<file path="src/rtl/seq_mult_param.sv">
// Sequential shift-add multiplier: one partial product per clock, fixed WIDTH+2 cycle
// turnaround, optional two's-complement operands handled by sign-magnitude conversion.
module seq_mult_param #(
  parameter int WIDTH = 8
) (
  input  logic               sys_clk,
  input  logic               nsys_rst,
  input  logic               start,
  input  logic               signed_mode,
  input  logic [WIDTH-1:0]   op_a,
  input  logic [WIDTH-1:0]   op_b,
  output logic               busy,
  output logic               done,
  output logic [2*WIDTH-1:0] product
);

  localparam int CW = $clog2(WIDTH);
  localparam int PW = 2 * WIDTH;

  typedef enum logic [1:0] {
    IDLE,
    RUN,
    FIX
  } state_t;

  state_t          state_q, state_d;
  logic [CW-1:0]   cnt_q, cnt_d;
  logic [PW-1:0]   mcand_q, mcand_d;
  logic [WIDTH-1:0] mag_b_q, mag_b_d;
  logic            neg_q, neg_d;
  logic [PW-1:0]   acc_q, acc_d;
  logic [PW-1:0]   product_q, product_d;
  logic            done_q, done_d;
  logic [WIDTH-1:0] abs_a, abs_b;

  // The most-negative operand maps to 2^(WIDTH-1), which still fits as an unsigned magnitude.
  always_comb begin
    abs_a = (signed_mode && op_a[WIDTH-1]) ? (~op_a + WIDTH'(1)) : op_a;
    abs_b = (signed_mode && op_b[WIDTH-1]) ? (~op_b + WIDTH'(1)) : op_b;
  end

  always_comb begin
    state_d   = state_q;
    cnt_d     = cnt_q;
    mcand_d   = mcand_q;
    mag_b_d   = mag_b_q;
    neg_d     = neg_q;
    acc_d     = acc_q;
    product_d = product_q;
    done_d    = 1'b0;

    case (state_q)
      IDLE: begin
        if (start) begin
          mcand_d = {{WIDTH{1'b0}}, abs_a};
          mag_b_d = abs_b;
          neg_d   = signed_mode & (op_a[WIDTH-1] ^ op_b[WIDTH-1]);
          acc_d   = '0;
          cnt_d   = '0;
          state_d = RUN;
        end
      end
      RUN: begin
        // mcand_q is shifted once per iteration, so it always equals mag_a << counter.
        if (mag_b_q[0]) begin
          acc_d = acc_q + mcand_q;
        end
        mcand_d = mcand_q << 1;
        mag_b_d = mag_b_q >> 1;
        cnt_d   = cnt_q + CW'(1);
        if (cnt_q == CW'(WIDTH - 1)) begin
          state_d = FIX;
        end
      end
      FIX: begin
        product_d = neg_q ? (~acc_q + PW'(1)) : acc_q;
        done_d    = 1'b1;
        state_d   = IDLE;
      end
      default: begin
        state_d = IDLE;
      end
    endcase
  end

  always_ff @(posedge sys_clk or negedge nsys_rst) begin
    if (!nsys_rst) begin
      state_q   <= IDLE;
      cnt_q     <= '0;
      mcand_q   <= '0;
      mag_b_q   <= '0;
      neg_q     <= 1'b0;
      acc_q     <= '0;
      product_q <= '0;
      done_q    <= 1'b0;
    end else begin
      state_q   <= state_d;
      cnt_q     <= cnt_d;
      mcand_q   <= mcand_d;
      mag_b_q   <= mag_b_d;
      neg_q     <= neg_d;
      acc_q     <= acc_d;
      product_q <= product_d;
      done_q    <= done_d;
    end
  end

  assign busy    = (state_q == RUN) || (state_q == FIX);
  assign done    = done_q;
  assign product = product_q;

endmodule

</file>
<file path="config.mk">
export PLATFORM = sky130hd
export DESIGN_NAME = seq_mult_param
export DESIGN_NICKNAME = d
export VERILOG_FILES = /design/src/rtl/seq_mult_param.sv
export SDC_FILE = /design/constraint.sdc
export NUM_CORES = 1
export LEC_CHECK = 0
export BUFFER_PORTS_ARGS = -buffer_cell sky130_fd_sc_hd__buf_4
export CAP_MARGIN = 0
export CORE_MARGIN = 1.5
export CORE_UTILIZATION = 40
export CTS_CLUSTER_DIAMETER = 80
export DETAILED_ROUTE_END_ITERATION = 8
export HOLD_SLACK_MARGIN = 0.12
export SYNTH_ARGS = -nofsm -noshare
export SYNTH_HDL_FRONTEND = slang
export SYNTH_SLANG_ARGS = --single-unit
</file>
<file path="constraint.sdc">
create_clock -name sys_clk -period 3.7 [get_ports sys_clk]
set_input_delay 0.925 -clock sys_clk [delete_from_list [all_inputs] [get_ports sys_clk]]
set_output_delay 0.925 -clock sys_clk [all_outputs]
set_load 0.01 [all_outputs]
</file>
After elaboration in Yosys (flattened, before gate mapping)
Index checks and enable logic that the tools add are counted.

Register bits: 63. Logic and storage cells: 49. Input port bits: 20. Output and inout port bits: 18.

Equal/unequal tests: 6. Multiplexer cells: 16. Add/subtract/negate cells: 5. Reduce and logical (&&, ||, !) cells: 9. Bitwise logic cells: 5.

Operators by type and width (count): two-way mux 16 bit (4); one-hot mux 16 bit (2 select lines) (2); two-way mux 8 bit (3); adder 16 x 1 -> 16 bit, second input constant (1); adder 16 bit (1); adder 8 x 1 -> 8 bit, second input constant (2); inverter 16 bit (1); inverter 8 bit (2); one-hot mux 8 bit (2 select lines) (1); != test 2 bit, second input constant (3); one-hot mux 3 bit (2 select lines) (1); AND reduction 2 bit (3); two-way mux 2 bit (2); one-hot mux 2 bit (2 select lines) (1); adder 3 x 1 -> 3 bit, second input constant (1); equality test 3 bit, second input constant (1); two-way mux 3 bit (1); AND reduction 3 bit (1); equality test 2 x 1 -> 1 bit, second input constant (1); equality test 2 bit, second input constant (1); logical AND 1 bit (2); logical NOT 2 bit (1); nonzero test 2 bit (1); AND 1 bit (1); 3 further kinds (3).

Logic depth before layout (Yosys ltp)
Gate-level depths: netlist of the first run.

Depth after elaboration: 5. Gate-level depth with buffers: 9. Gate-level depth less buffers: 9.

Worst setup path before layout of the first run
Ideal clock, no wire load.

Path kind: register -> register. Start: reg acc_q[0]. End: reg acc_q[10]. Path buffers: 0. Cell stages (with the launch flop): 10. Required time: 3569 ps. Data arrival time: 2115 ps. Setup time: 131 ps. Period minus slack after synthesis: 2246 ps. Setup slack: 1454 ps. Cells stage by stage: dfrtp_1 -> ha_1 -> inv_1 -> fa_1 -> nor2b_1 -> o211ai_1 -> a21boi_1 -> o211ai_1 -> and4_1 -> or3_1.

Longest elaborated chain between the ends: 3.

Ends and longest elaborated chain: from (decl) (RTL line 31) `logic [PW-1:0] acc_q, acc_d;`; from (signal assigned) (RTL line 93) `acc_q <= '0;`; from (signal assigned) (RTL line 102) `acc_q <= acc_d;`; adder 16 bit (RTL line 66) `acc_d = acc_q + mcand_q;`; two-way mux 16 bit (RTL line 65) `if (mag_b_q[0]) begin`; one-hot mux 16 bit (2 select lines) (RTL line 52) `case (state_q)`.

No other way between the ends. The select of a mux whose other input is x is not followed. A chain may end at the register's enable or synchronous reset.

Worst setup path after layout of the first run
Start: reg state_q[0]. End: reg acc_q[14].

Longest elaborated chain between the ends: 3. Elaborated cells between the ends (all ways): 7. Classes of those cells: eq/ne (3); mux (1); reduce/logical (3).

Ends and longest elaborated chain: from (decl) (RTL line 26) `state_t state_q, state_d;`; from (signal assigned) (RTL line 97) `state_q <= state_d;`; equality test 2 x 1 -> 1 bit or logical NOT 2 bit (tied branches) (RTL line 52); != test 2 bit (no source line) or nonzero test 2 bit (tied branches); AND reduction 3 bit (no source line).

Parallel ways exist; a longest one is shown, timed or not.

==> results of run 1 <==
worst reg2reg max path, cell delays in order, from the launching register on:
cell     delay [ns]
dfrtp_1        0.37
inv_1          0.07
ha_1           0.24
nor2b_1        0.18
nor2b_1        0.71
nand2_1        0.59
or4_1          0.65
nand3_1        0.10
cells by family after synthesis:
group,count (synthesis),synth area share [%]
compound gates,134,21.62
xor+xnor,31,7.087
fa+ha+maj,24,8.034
buf+inv,34,3.331
flops,63,41.15
mux,15,4.278
simple gates,124,14.50
flip-flops by register name, summed over array words and instances, names as in the netlist:
signal,count
state_q,2
mcand_q,16
product,16
mag_b_q,8
cnt_q,3
done,1
neg_q,1
acc_q,16
synth_stat cells (3+ instances only):
master    instances  area [um^2]
xor2_1           13        113.9
clkbuf_1         14        52.55
o21ai_0          34        170.2
a31oi_1           4        25.02
or4_1             3        22.52
o211ai_1          9        67.56
mux2_2           11        123.9
a22o_1           12        105.1
nor2b_1           3        18.77
nand2_1          53        198.9
dfrtp_1          63         1577
xnor2_1          18        157.7
o21ai_1           6        30.03
mux2i_1           4        40.04
and3_1            3        18.77
o31ai_1           3        22.52
nor2_1           34        127.6
or3_1            10        62.56
inv_1            18        67.56
nand3_1           6        30.03
ha_1             23        287.8
a21oi_1          44        220.2
a21o_1            3        22.52
nor3_1            5        25.02
how the worst max path moves through the flow:
| stage | slack, ns | to | depth (start not counted) |
|---|---|---|---|
| after CTS | 0.75 | acc_q[14]$_DFFE_PN0P_ | 7 |
| final | 0.74 | acc_q[14]$_DFFE_PN0P_ | 7 |
| after detailed placement | 0.50 | acc_q[14]$_DFFE_PN0P_ | 6 |
| after floorplan | 1.45 | acc_q[10]$_DFFE_PN0P_ | 9 |
| after global placement | 0.60 | acc_q[14]$_DFFE_PN0P_ | 6 |
| after global routing | 0.50 | acc_q[14]$_DFFE_PN0P_ | 7 |
per-layer routing:
| metal | up-vias | GRT usage (%) | part of all wire (%) |
|---|---|---|---|
| li1 | 1587 | - | - |
| met1 | 1469 | 23.00 | 48 |
| met2 | 55 | 29.05 | 47 |
| met3 | 12 | 3.606 | 3.5 |
| met4 | 0 | 6.176 | 1.5 |
| met5 | - | 0 | 0 |
where the power goes:
group	internal [uW]	total (uW)	switching, uW
Combinational	692	1580	890
Clock	380	665	285
Sequential	954	1210	256
Total	2030	3460	1430
layout make-up:
type / instances / area share, %
inverters: 18 / 1.518
well taps: 129 / 3.627
multi-input cells: 328 / 47.88
clock inverters: 7 / 2.193
flip-flops and latches: 63 / 35.42
repair buffers: 39 / 6.579
clock buffers: 9 / 2.783
through the flow:
step                      std cells  hold WS (ns)  instance area (um^2)
after global placement          577        0.4703                  4229
final                           593        0.4910                  4451
after detailed placement        577        0.4774                  4229
after CTS                       593        0.4962                  4451
after floorplan                 425        0.4501                  3831
after global routing            593        0.5296                  4451
cells in the final DEF, fill, tap and decap left out, drive strengths merged, types with 2 or more instances in the layout:
cell and n:
a211oi 2, a21boi 2, a21o 3, a21oi 45, a22o 12, a31oi 5
and2 2, and3 3, and4 2, buf 39, bufinv 2, clkbuf 9
clkinv 3, clkinvlp 2, dfrtp 63, ha 23, inv 18, mux2 11
mux2i 4, nand2 53, nand3 6, nor2 34, nor2b 3, nor3 5
o211ai 9, o21ai 40, o21bai 2, o311ai 2, o31ai 3, or3 10
or4 3, xnor2 18, xor2 13
==> impl_results.md, run 1 <==
* Hold buffers post-CTS at 0
* Vias in the first global route at about 3,000
* Area grow syn2layout at 16.17%
* Final core utilization at between 40% and 50%
* Core Area at 9284 um^2
* Worst EP required at 3.98 ns
* Slew Limit Fails at 0
* Die Y-Extent at just over 100 um
* Total CTS buffers at 9
* Pwr per Cell Area at 776.9 nW/um^2
* Worst Path Arrival at approximately 3.2 ns
* Avg Inst Size Synth at 9.015 um^2
* Port Buffers at 37
* Crit path time final at slightly below 3 ns
* Clock Skew at between 0.01 and 0.015 ns
* Initial DRC count at between 70 and 80
* Fillcell total at around 940
* Mapped Area at around 3800 um^2
* Setup WS pre-CTS at 0.5020 ns
* Setup TNS at 0 ns
* Fin crit share at 79.87%
* Max-slew headroom at roughly two fifths
* Vias at around 3,100
* Post-synthesis cell type count at 47
* Reg clk slew, reported paths at ~0.080 ns
* Cells after Synth at 425
* Yosys Warn Count at 0
* Final hold vios at 0
* Final Routed Wirelength at around 8100 um
* Register area share after synthesis at between 40% and 50%
* Diodes inserted at 0
* Post-CTS Setup Inserts at 0
* Antenna violations before repair at 0
* Peak VDD IR at ~0.33 mV
* CP top delay family: simple AND/OR/NAND/NOR gates
* Asr flop ratio synth at between 90% and 100%
* Clock Path Buffers at 2
* First-pass GRT wire length at ~14,000 um
* Largest net degree at the start of global routing at 64
* Seq. cell area at 1577 um^2
* Slack of the critical path at roughly 0.74 ns
* Nets at 503
* Vias per std cell at 5.266
* Clock sinks at 63
* HP Class: reg2reg
* CP Capture Type: flip-flop
* Fmax at about 340 MHz
* CP Launch Type: flip-flop
* Total chip power at approximately 3500 uW
* Top Ports at 38
* Synthesized Nets at 469
* CP Max Fanout at 18
* Post-synth EDFFs at 0
* Finish-stage setup viols at 0
* Die X at 100.9 um
* Worst reg2reg setup slack at between 0.7 and 0.8 ns
* Worst Path Class, Setup: reg2reg
* Worst-Skew Late Latency at roughly 0.34 ns
* Max-Cap Viols at 0
* Post-route ant nets at 0
* Worst slew pin tran at 0.9193 ns
* R2R Path End: acc_q[14]$_DFFE_PN0P_
* Buffers & Inverters on Critical Path at 1
* Die ar. at just over 10,000 um^2
* Drt pass-1 iters at 6
* Post-synth top flop: dfrtp_1
* Crit path max-delay cell type: nor2b_1
* FF+latch count, synth at 63
* FF-to-FF path depth at 7
* Crit-path most repeated cell: nor2b_1
* CP startpoint: state_q[0]$_DFFE_PN0P_
* Dpl hpwl at about 6000 um
* Worst path max stage delay at slightly above 0.7 ns
* Leak Pwr at between 0.002 and 0.0025 uW
* WHS Endpoint: mag_b_q[5]$_DFFE_PN0P_
* GRT Overall Usage at between 10% and 20%
* Htree depth at 3
* GRT overflow at 0
* Crit path cell chain: inv_1, ha_1, nor2b_1, nor2b_1, nand2_1, or4_1, nand3_1
* Critical R2R Launch: state_q[0]$_DFFE_PN0P_
* Outcome: complete, no violations
* CTS tree: yes
* Root Driver: clkbuf_8
* Initial core utilization at about two fifths
* Share of layout cells above drive strength 1 at 15.09%
* Post-CTS resize count at 0
* Num rows at 35
* Unrepaired setup endpoints after global routing: false
* Hold Startpoint: mag_b_q[5]$_DFFE_PN0P_
* Routability congestion estimate at roughly 0.90
* WL/cell at roughly 14 um
* Residual DRC at 0
* Hold path depth at 2
* Footprint of the multi-input gates at 2131 um^2
No activity file was read; power rests on OpenSTA's default activity.
==> run 2, diff against run 1 <==
- ABC_AREA: default -> 1
- clock period: 3.7 -> 2.6 ns (I/O delays scaled with it)
==> impl_results.md, run 2 <==
* Reg clk slew, reported paths at about 0.070 ns
* Synthesized Nets at about 630
* Clock Skew at about 0.0079 ns
* Most common cell after layout, fill and taps aside: nand2_1
* Die Y-Extent at approximately 100 um
* Pwr per Cell Area at roughly 1100 nW/um^2
* CP Capture Type: flip-flop
* Antenna violations before repair at 0
* Drt pass-1 iters at 4
* HP Class: in2async
* Mux contribution to synthesized area at 0%
* Die X at 104.6 um
* Setup TNS at 0 ns
* Num rows at 36
* Setup WS pre-CTS at 0.7425 ns
* Most instantiated cells after synthesis: 192 x nand2_1, 84 x inv_1, 63 x dfrtp_1, 43 x nand3_1, 38 x nor2_1
* Fmax at ~530 MHz
* Port Buffers at 37
* CP Max Fanout at 4
* Worst slew pin tran at roughly 0.8 ns
* Largest family of logic cells by synthesized area: simple AND/OR/NAND/NOR gates
* XOR/XNOR Fraction of Synth Area at 2.123%
* Finish-stage setup viols at 0
* CP Launch Type: flip-flop
* Synth area leader: dfrtp_1
* Post-CTS Setup Inserts at 0
* Clock sinks at between 60 and 70
* Synth area leaders: dfrtp_1 38%, nand2_1 17%, inv_1 7.6%
* WL/cell at roughly 12 um
* GRT overflow at 0
* Diodes inserted at 0
* Total CTS buffers at 9
* Mapped Area at between 4000 and 5000 um^2
* Share of layout cells above drive strength 1 at 11.30%
* FF+latch count, synth at 63
* Worst Path Arrival at ~2.1 ns
* Worst-Skew Late Latency at 0.34 ns
* Outcome: complete, no violations
* Final Routed Wirelength at between 9000 and 10,000 um
* Asr flop ratio synth at 100.0%
* Vias in the first global route at around 3,600
* Top Ports at 38
* Avg Inst Size Synth at approximately 7.0 um^2
* Worst EP required at around 2.8 ns
* Die ar. at 10,930 um^2
* Root Driver: clkbuf_8
* Dpl hpwl at 7230 um
* Register area share after synthesis at 38.22%
* Slack of the critical path at slightly above 0.7 ns
* First-pass GRT wire length at roughly 16,000 um
* Core Area at between 9000 and 10,000 um^2
* Vias at 3,769
* Post-synth top flop: dfrtp_1
* Clock Path Buffers at 2
* Nets at just under 700
* GRT Overall Usage at approximately a fifth
* Slew Limit Fails at 0
* Peak VDD IR at about 0.66 mV
* Post-CTS resize count at 0
* Compound-Gate Fraction of Synth Area at between 10% and 20%
* Leak Pwr at 0.002620 uW
* Routability congestion estimate at approximately 0.89
* Initial DRC count at 144
* Residual DRC at 0
* Vias per std cell at ~4.9
* Yosys Warn Count at 0
* Cells after Synth at 590
* Area grow syn2layout at 14.80%
* Max-Cap Viols at 0
* Crit path time final at roughly 1.9 ns
* Simple-gate area share of the yosys netlist at a little under 30%
* Hold buffers post-CTS at 0
* Most frequent cell after synthesis: nand2_1
* Most frequent cells in the layout: 192 x nand2_1, 84 x inv_1, 63 x dfrtp_1, 43 x nand3_1, 42 x buf_4
* Initial core utilization at 41.63%
* Worst Path Class, Setup: reg2reg
* Top-area cell type share of the netlist area at a little under two fifths
* Max-slew headroom at 46.92%
* Unrepaired setup endpoints after global routing: false
* Largest net degree at the start of global routing at 64
* Final hold vios at 0
* Fin crit share at between 70% and 80%
* CTS tree: yes
* Post-Synth Adder-Cell Area at under 10%
* Post-synthesis cell type count at 36
* Post-synth EDFFs at 0
* Htree depth at 3
* Post-route ant nets at 0
[run 2: cell types whose count changed after synthesis, moves of 7 or more]
cell      before  now
nand2_1       53  192
mux2_2        11    0
a22o_1        12    0
o22ai_1        0   11
inv_1         18   84
xnor2_1       18    0
nand3_1        6   43
buf_2          0    7
a21oi_1       44   27
clkbuf_1      14    1
or3_1         10    0
[run 2: worst max-delay path, stage by stage, from the launching register on]
cell and delay (ns):
dfrtp_1 0.43, ha_1 0.20, inv_1 0.05, fa_1 0.39, inv_1 0.09, nand4_1 0.10, nand2_1 0.19, nand2_1 0.10
nand2_1 0.07, nand2_1 0.05, nand3_1 0.06, nand2_1 0.05
[run 2: final cells by class]
type,count,area (um^2)
multi-input combinational,425,2146
clock buffer,12,145.1
fill,1029,5174
timing repair buffer,42,315.3
tap,133,166.4
sequential,63,1577
inverter,91,341.6
clock inverter,4,45.04
[run 2: power breakdown]
part	leakage [uW]	switching [uW]	total, uW	internal, uW
registers	0.000827	297	1640	1350
logic	0.00169	1560	2490	939
clock network	0.000100	376	841	465
[run 2: logic make-up (layout without fill, tap and decap cells)]
group                      count (synthesis)  after routing
xor gates and xnor gates                  10             10
AOI/OAI and AO/OA                        100            100
buffers and inverters                    102            149
DFF                                       63             63
and+or+nand+nor                          291            291
adders and majority gates                 24             24
[run 2: per-stage QoR]
step	hold WS [ns]	power [uW]	utilization [%]	instances	instance area [um^2]
2_1_floorplan	0.3544	3436	-	590	4125
3_3_place_gp	0.4600	4103	45.87	754	4546
3_5_place_dp	0.4669	4152	45.87	754	4546
5_1_grt	0.4536	5484	47.79	770	4736
6_report	0.3910	4977	47.79	770	4736
4_1_cts	0.4211	5027	47.79	770	4736
[run 2: worst paths after layout]
kind | from | to | slack (ns) | depth (start not counted)
worst max-delay path | mcand_q[0]$_DFFE_PN0P_ | acc_q[10]$_DFFE_PN0P_ | 0.72 | 11
worst min-delay path | nsys_rst | product[0]$_DFFE_PN0P_ | 0.39 | 1
worst max register to register | mcand_q[0]$_DFFE_PN0P_ | acc_q[10]$_DFFE_PN0P_ | 0.72 | 11
worst min register to register | product[11]$_DFFE_PN0P_ | product[11]$_DFFE_PN0P_ | 0.48 | 2
max in group asynchronous | nsys_rst | mcand_q[10]$_DFFE_PN0P_ | 1.67 | 1
min in group sys_clk | product[11]$_DFFE_PN0P_ | product[11]$_DFFE_PN0P_ | 0.48 | 2
[run 2: per-layer routing]
layer | part of all wire [%] | vias to the layer above | global-route usage [%]
met5 | 0 | - | 0
met3 | 2.9 | 17 | 3.493
met2 | 46 | 69 | 31.16
li1 | - | 1978 | -
met4 | 2.2 | 0 | 7.738
met1 | 49 | 1705 | 23.58
